## config.mk

```make
export PLATFORM = sky130hd
export DESIGN_NAME = dac_spi_arbiter
export DESIGN_NICKNAME = d
export VERILOG_FILES = /design/src/rtl/dac_spi_pkg.sv /design/src/rtl/dac_spi_shifter.sv /design/src/rtl/dac_spi_arbiter.sv
export SDC_FILE = /design/constraint.sdc
export NUM_CORES = 1
export LEC_CHECK = 0
export BUFFER_PORTS_ARGS = -buffer_cell sky130_fd_sc_hd__buf_2
export CAP_MARGIN = 20
export CELL_PAD_IN_SITES_DETAIL_PLACEMENT = 0
export CELL_PAD_IN_SITES_GLOBAL_PLACEMENT = 2
export CORE_MARGIN = 2
export CORE_UTILIZATION = 44
export CTS_BUF_LIST = sky130_fd_sc_hd__clkbuf_4 sky130_fd_sc_hd__clkbuf_8
export DETAILED_ROUTE_END_ITERATION = 6
export GPL_ROUTABILITY_DRIVEN = 0
export PLACE_DENSITY_LB_ADDON = 0.1
export SETUP_SLACK_MARGIN = 0.15
export SLEW_MARGIN = 10
export SYNTH_ARGS = -nofsm -noshare
export SYNTH_HDL_FRONTEND = slang
export SYNTH_SLANG_ARGS = --single-unit
```

## constraint.sdc

```tcl
create_clock -name clk_in -period 4.75 [get_ports clk_in]
set_input_delay 0.475 -clock clk_in [delete_from_list [all_inputs] [get_ports clk_in]]
set_output_delay 0.475 -clock clk_in [all_outputs]
set_load 0.05 [all_outputs]
```

## src/rtl/dac_spi_pkg.sv

```systemverilog
// Shared types and widths for the AD9783 dual-DAC SPI arbiter.
// Frame layout: {rw, 2'b00, addr[4:0], data[7:0]}, MSB first.
package dac_spi_pkg;

  localparam int FRAME_W = 16;
  localparam int ADDR_W  = 5;
  localparam int DATA_W  = 8;

  typedef enum logic [2:0] {
    IDLE,
    SETUP,
    SHIFT,
    HOLD,
    DONE
  } state_t;

  // Reads drive zeros in the data field.
  function automatic logic [FRAME_W-1:0] make_frame(
    input logic              rw,
    input logic [ADDR_W-1:0] addr,
    input logic [DATA_W-1:0] data
  );
    return {rw, 2'b00, addr, rw ? {DATA_W{1'b0}} : data};
  endfunction

endpackage

```

## src/rtl/dac_spi_shifter.sv

```systemverilog
// Frame shift register, SCK divider and SDI capture.
// SCK is low for the first half of each bit and high for the second.
module dac_spi_shifter
  import dac_spi_pkg::*;
#(
  parameter int CLK_DIV = 4
) (
  input  logic               clk,
  input  logic               rst_n,
  input  logic               load,
  input  logic               run,
  input  logic [FRAME_W-1:0] frame,
  input  logic               sdi,
  output logic               sck,
  output logic               sdo,
  output logic [DATA_W-1:0]  rx,
  output logic               last
);

  logic [FRAME_W-1:0] sr;
  logic [8:0]         div;
  logic [3:0]         bitc;
  logic               edge_mid;
  logic               edge_end;

  assign edge_mid = run && (div == 9'(CLK_DIV - 1));
  assign edge_end = run && (div == 9'(2 * CLK_DIV - 1));
  assign last     = edge_end && (bitc == 4'd15);
  assign sdo      = sr[FRAME_W-1];

  // Shift, divide and capture readback bits 7..0 as SCK rises.
  always_ff @(posedge clk or negedge rst_n) begin
    if (!rst_n) begin
      sr   <= '0;
      div  <= '0;
      bitc <= '0;
      sck  <= 1'b0;
      rx   <= '0;
    end else if (load) begin
      sr   <= frame;
      div  <= '0;
      bitc <= '0;
      sck  <= 1'b0;
    end else if (run) begin
      div <= edge_end ? '0 : div + 9'd1;
      if (edge_mid) sck <= 1'b1;
      if (edge_end) begin
        sck  <= 1'b0;
        sr   <= {sr[FRAME_W-2:0], 1'b0};
        bitc <= bitc + 4'd1;
      end
      if (div == 9'(CLK_DIV) && bitc >= 4'd8)
        rx <= {rx[DATA_W-2:0], sdi};
    end
  end

endmodule

```

## src/rtl/dac_spi_arbiter.sv

```systemverilog
// Two-requester arbiter in front of a shared AD9783 SPI bus.
// Round-robin grant; chip select n belongs to requester n.
module dac_spi_arbiter
  import dac_spi_pkg::*;
#(
  parameter int CLK_DIV = 4
) (
  input  logic              clk_in,
  input  logic              rst_n_in,
  input  logic              cmd0_trig_in,
  input  logic              cmd1_trig_in,
  input  logic              cmd0_rw_in,
  input  logic              cmd1_rw_in,
  input  logic [ADDR_W-1:0] cmd0_addr_in,
  input  logic [ADDR_W-1:0] cmd1_addr_in,
  input  logic [DATA_W-1:0] cmd0_data_in,
  input  logic [DATA_W-1:0] cmd1_data_in,
  output logic              cmd0_busy_out,
  output logic              cmd1_busy_out,
  output logic              cmd0_done_out,
  output logic              cmd1_done_out,
  output logic [DATA_W-1:0] cmd0_data_out,
  output logic [DATA_W-1:0] cmd1_data_out,
  output logic              spi_scs0_out,
  output logic              spi_scs1_out,
  output logic              spi_sck_out,
  output logic              spi_sdo_out,
  input  logic              spi_sdi_in
);

  state_t state, state_nxt;

  logic [7:0]                   cnt;
  logic                         cnt_end;
  logic [1:0]                   trig, rw_in, rw_q;
  logic [1:0][ADDR_W-1:0]       addr_in, addr_q;
  logic [1:0][DATA_W-1:0]       data_in, data_q, dout;
  logic [1:0]                   busy, req, done, scs;
  logic                         grant, grant_nxt, last_grant, pick;
  logic                         load, cur_rw, shift_last;
  logic                         sel_rw;
  logic [ADDR_W-1:0]            sel_addr;
  logic [DATA_W-1:0]            sel_data;
  logic [DATA_W-1:0]            rx;

  assign trig    = {cmd1_trig_in, cmd0_trig_in};
  assign rw_in   = {cmd1_rw_in, cmd0_rw_in};
  assign addr_in = {cmd1_addr_in, cmd0_addr_in};
  assign data_in = {cmd1_data_in, cmd0_data_in};
  assign cnt_end = (cnt == 8'(CLK_DIV - 1));

  // Requests and round-robin pick; the finishing requester is masked in DONE.
  always_comb begin
    req = busy | trig;
    if (state == DONE) req[grant] = 1'b0;
    pick     = (req == 2'b11) ? ~last_grant : req[1];
    sel_rw   = busy[pick] ? rw_q[pick]   : rw_in[pick];
    sel_addr = busy[pick] ? addr_q[pick] : addr_in[pick];
    sel_data = busy[pick] ? data_q[pick] : data_in[pick];
  end

  // Next-state logic; DONE chains straight into SETUP when work is waiting.
  always_comb begin
    state_nxt = state;
    load      = 1'b0;
    unique case (state)
      IDLE:  if (|req) begin
               state_nxt = SETUP;
               load      = 1'b1;
             end
      SETUP: if (cnt_end) state_nxt = SHIFT;
      SHIFT: if (shift_last) state_nxt = HOLD;
      HOLD:  if (cnt_end) state_nxt = DONE;
      DONE:  begin
               state_nxt = IDLE;
               if (|req) begin
                 state_nxt = SETUP;
                 load      = 1'b1;
               end
             end
      default: state_nxt = IDLE;
    endcase
    grant_nxt = load ? pick : grant;
  end

  // State register, phase counter and grant bookkeeping.
  always_ff @(posedge clk_in or negedge rst_n_in) begin
    if (!rst_n_in) begin
      state      <= IDLE;
      cnt        <= '0;
      grant      <= 1'b0;
      last_grant <= 1'b1;
      cur_rw     <= 1'b0;
    end else begin
      state <= state_nxt;
      cnt   <= (state_nxt != state) ? '0 : cnt + 8'd1;
      if (load) begin
        grant      <= pick;
        last_grant <= pick;
        cur_rw     <= sel_rw;
      end
    end
  end

  // Accept triggers only while idle for that requester; latch the command.
  always_ff @(posedge clk_in or negedge rst_n_in) begin
    if (!rst_n_in) begin
      busy   <= '0;
      rw_q   <= '0;
      addr_q <= '0;
      data_q <= '0;
    end else begin
      for (int n = 0; n < 2; n++) begin
        if (trig[n] && !busy[n]) begin
          busy[n]   <= 1'b1;
          rw_q[n]   <= rw_in[n];
          addr_q[n] <= addr_in[n];
          data_q[n] <= data_in[n];
        end else if (state == DONE && grant == n[0]) begin
          busy[n] <= 1'b0;
        end
      end
    end
  end

  // Registered chip selects, done pulses and readback data.
  always_ff @(posedge clk_in or negedge rst_n_in) begin
    if (!rst_n_in) begin
      scs  <= 2'b11;
      done <= '0;
      dout <= '0;
    end else begin
      for (int n = 0; n < 2; n++) begin
        scs[n]  <= !(grant_nxt == n[0] &&
                     (state_nxt == SETUP || state_nxt == SHIFT ||
                      state_nxt == HOLD));
        done[n] <= (state_nxt == DONE) && (grant == n[0]);
        if (state_nxt == DONE && grant == n[0] && cur_rw)
          dout[n] <= rx;
      end
    end
  end

  dac_spi_shifter #(
    .CLK_DIV (CLK_DIV)
  ) u_shifter (
    .clk   (clk_in),
    .rst_n (rst_n_in),
    .load  (load),
    .run   (state == SHIFT),
    .frame (make_frame(sel_rw, sel_addr, sel_data)),
    .sdi   (spi_sdi_in),
    .sck   (spi_sck_out),
    .sdo   (spi_sdo_out),
    .rx    (rx),
    .last  (shift_last)
  );

  assign cmd0_busy_out = busy[0];
  assign cmd1_busy_out = busy[1];
  assign cmd0_done_out = done[0];
  assign cmd1_done_out = done[1];
  assign cmd0_data_out = dout[0];
  assign cmd1_data_out = dout[1];
  assign spi_scs0_out  = scs[0];
  assign spi_scs1_out  = scs[1];

endmodule

```

==> run metrics <==
multiplexer share of the synthesized area approximately a fifth; Synthesis Warnings 0; vias in the first global route 3242; crit path max-delay cell type dfrtp_1; post-synthesis sequential area ratio 52.4%; data required time of the worst path 5.02 ns; chip width approximately 110 um; first-pass detailed-route iteration total 4; Slew headroom 44.2%; Worst Setup End Kind register; clk root buf clkbuf_8; # rows 38; Compound-Gate Fraction of Synth Area 7.62%; Post CTS Setup Buffer Count 0; commonest non-fill, non-tap cell in the layout dfrtp_1; Slew Limit Fails 0; ys flop type dfrtp_1; endpoints failing setup 0; Post-Synth Adder-Cell Area under 10%; Hold Vio Cnt, Final 0; placed cell count a little under 600; antenna violations before repair 0; # IOs 57; Synth Register Bits 102; Final Skew 0.0107 ns; crit path DAT 2.85 ns; slowest stage delay, CP 0.52 ns; Post-Layout Cell Count ~610; Avg Inst Size Synth 11.8 um^2; min-delay worst type input pin to async pin; Synth Area in XOR/XNOR 2.70%; critical path class register to register; DRC 0; post-synth cell types 52; power density over cell area 541 nW/um^2; pre-CTS setup slack 2.16 ns; Post-Synth Simple-Gate Area 14.1%; hpwl dp 6870 um; Final ANT Viol Nets 0; number of H-tree levels 3; Tightest Pin Transition just over 0.8 ns; hold_buf cts 0; share of cells above drive strength 1 34.1%; VDD IR max 296 uV; chip height 109 um; Critical Path Source Type register; synthesis-to-finish area growth 12.4%; Final Cell Area 5480 um^2; Num CTS Buffers 9; Iter 0 DRT Violations about 130; CP Max Fanout 21; P_leak 2.66 nW; post-place instance area between 5000 and 6000 um^2; NumNets Final 505; drt total wl ~9600 um; RSZ-0062 raised after global routing no; status completed; Max-cap violations 0; via count 3194; CTS tree done; clock latency on the worst-skew pair 0.37 ns; synthesized netlist cell count 414; CTS max path bufs 2; Initial Util 45.0%; GR Overflow Total 0; Setup TNS Final 0 ns; Fmax achieved 388 MHz; sequence of cells on the critical path nor4b_4 > o211ai_1 > a2bb2oi_2 > buf_4 > nor3b_2 > a211oi_1 > a221oi_1; Post-CTS Resized 0; Syn Nets between 400 and 500; largest family of logic cells by synthesized area multiplexers; core box area 10800 um^2; total power ~3.0 mW; Via density 5.22; final setup margin around 2.2 ns; number of port buffers between 50 and 60; Mapped Area 4870 um^2; commonest non-fill, non-tap cells in the layout dfrtp_1 (99), mux2_2 (60), buf_2 (55), nand2_1 (50), nor2_1 (30); CTS sink count 102; wire length per cell 15.7 um; Final period util 54.2%; diode count 0; Post-synth EDFFs 0; Final Critical Period 2.58 ns; GR Util All Layers roughly 18%; Die Area 11900 um^2; first-pass GRT wire length 16200 um; ys async rst share 100%; CTS clk-pin slew, worst paths 0.09 ns; largest net degree at the start of global routing 64
==> final timing paths <==
path | startpoint | end | slack (ns) | cells past startpoint
min in group clk_in | spi_sdi_in | u_shifter.rx[0]$_DFFE_PN0P_ | 0.33 | 2
hold / removal | rst_n_in | addr_q[2]$_DFFE_PN0P_ | 0.16 | 1
setup reg to reg | state[0]$_DFF_PN0_ | u_shifter.sr[5]$_DFFE_PN0P_ | 2.17 | 7
max in group asynchronous | rst_n_in | scs[0]$_DFF_PN1_ | 3.51 | 2
setup / recovery | state[0]$_DFF_PN0_ | u_shifter.sr[5]$_DFFE_PN0P_ | 2.17 | 7
hold reg to reg | cnt[0]$_DFF_PN0_ | cnt[0]$_DFF_PN0_ | 0.48 | 1
==> cell usage after synthesis (2+ instances only) <==
library cell / count / share of area, %
dfrtp_1: 99 / 51
mux2_2: 60 / 14
nand2_1: 50 / 3.9
nor2_1: 30 / 2.3
mux2i_1: 19 / 3.9
a21oi_1: 17 / 1.7
clkbuf_1: 12 / 0.92
xor2_1: 9 / 1.6
nand3_1: 8 / 0.82
a211oi_1: 7 / 1.1
a221oi_1: 7 / 1.3
a31oi_1: 6 / 0.77
inv_1: 6 / 0.46
nand4_1: 6 / 0.77
or2_2: 6 / 0.77
xnor2_1: 6 / 1.1
ha_1: 5 / 1.3
o2bb2ai_1: 5 / 0.90
and2_1: 4 / 0.51
nand2b_1: 4 / 0.51
o21ai_0: 4 / 0.41
dfstp_2: 3 / 1.6
mux2_1: 3 / 0.69
nor4_1: 3 / 0.39
and3_1: 2 / 0.26
buf_2: 2 / 0.21
buf_4: 2 / 0.31
nand2_4: 2 / 0.46
nor3b_2: 2 / 0.51
nor4b_4: 2 / 0.98
o211ai_1: 2 / 0.31
==> per-layer routing <==
metal  up-vias  wire, um  track usage [%]
li1       1570         -                -
met3         8       314             5.50
met4         0        99             4.34
met2        38      4480             27.6
met5         -         0                0
met1      1578      4730             24.5
==> critical path, delay by kind of cell (launching register included) <==
kind | cells | cell delay (ns)
AOI/OAI and AO/OA | 4 | 0.78
buffers and inverters | 1 | 0.29
and+or+nand+nor | 2 | 0.88
DFF | 1 | 0.52
==> through the flow <==
step / utilization, % / hold WS [ns]
after floorplan: - / 0.179
after global placement: 48.4 / 0.466
after detailed placement: 48.4 / 0.473
after CTS: 50.5 / 0.184
after global routing: 50.5 / 0.201
final: 50.5 / 0.158
==> registers in the layout, summed over array words and instances (netlist names), 3 cells and up <==
signal and flops:
u_shifter.div 9, data_q 16, u_shifter.bitc 4, u_shifter.sr 16, cnt 8, cmd0_data_out 8, cmd1_data_out 8, state 3
addr_q 10, u_shifter.rx 8
==> where the power goes <==
| group | switching [mW] | internal [mW] |
|---|---|---|
| Combinational | 0.544 | 0.451 |
| Sequential | 0.195 | 1.13 |
| Clock | 0.296 | 0.347 |
| Total | 1.04 | 1.93 |
==> area by class of cell <==
cell class / count / area, um^2
clock buffer: 9 / 124
inverter: 6 / 22.5
multi-input combinational: 287 / 2170
sequential: 102 / 2560
fill: 1019 / 5360
clock inverter: 7 / 113
tap: 140 / 175
timing repair buffer: 61 / 320
==> cell families after synthesis <==
family	Yosys count
XOR/XNOR	15
multiplexers	83
adder cells (fa/ha/maj)	5
AO/OA/AOI/OAI	54
flip-flops	102
buffers and inverters	25
AND/OR/NAND/NOR	130
Power figures use the tool's default switching activity.
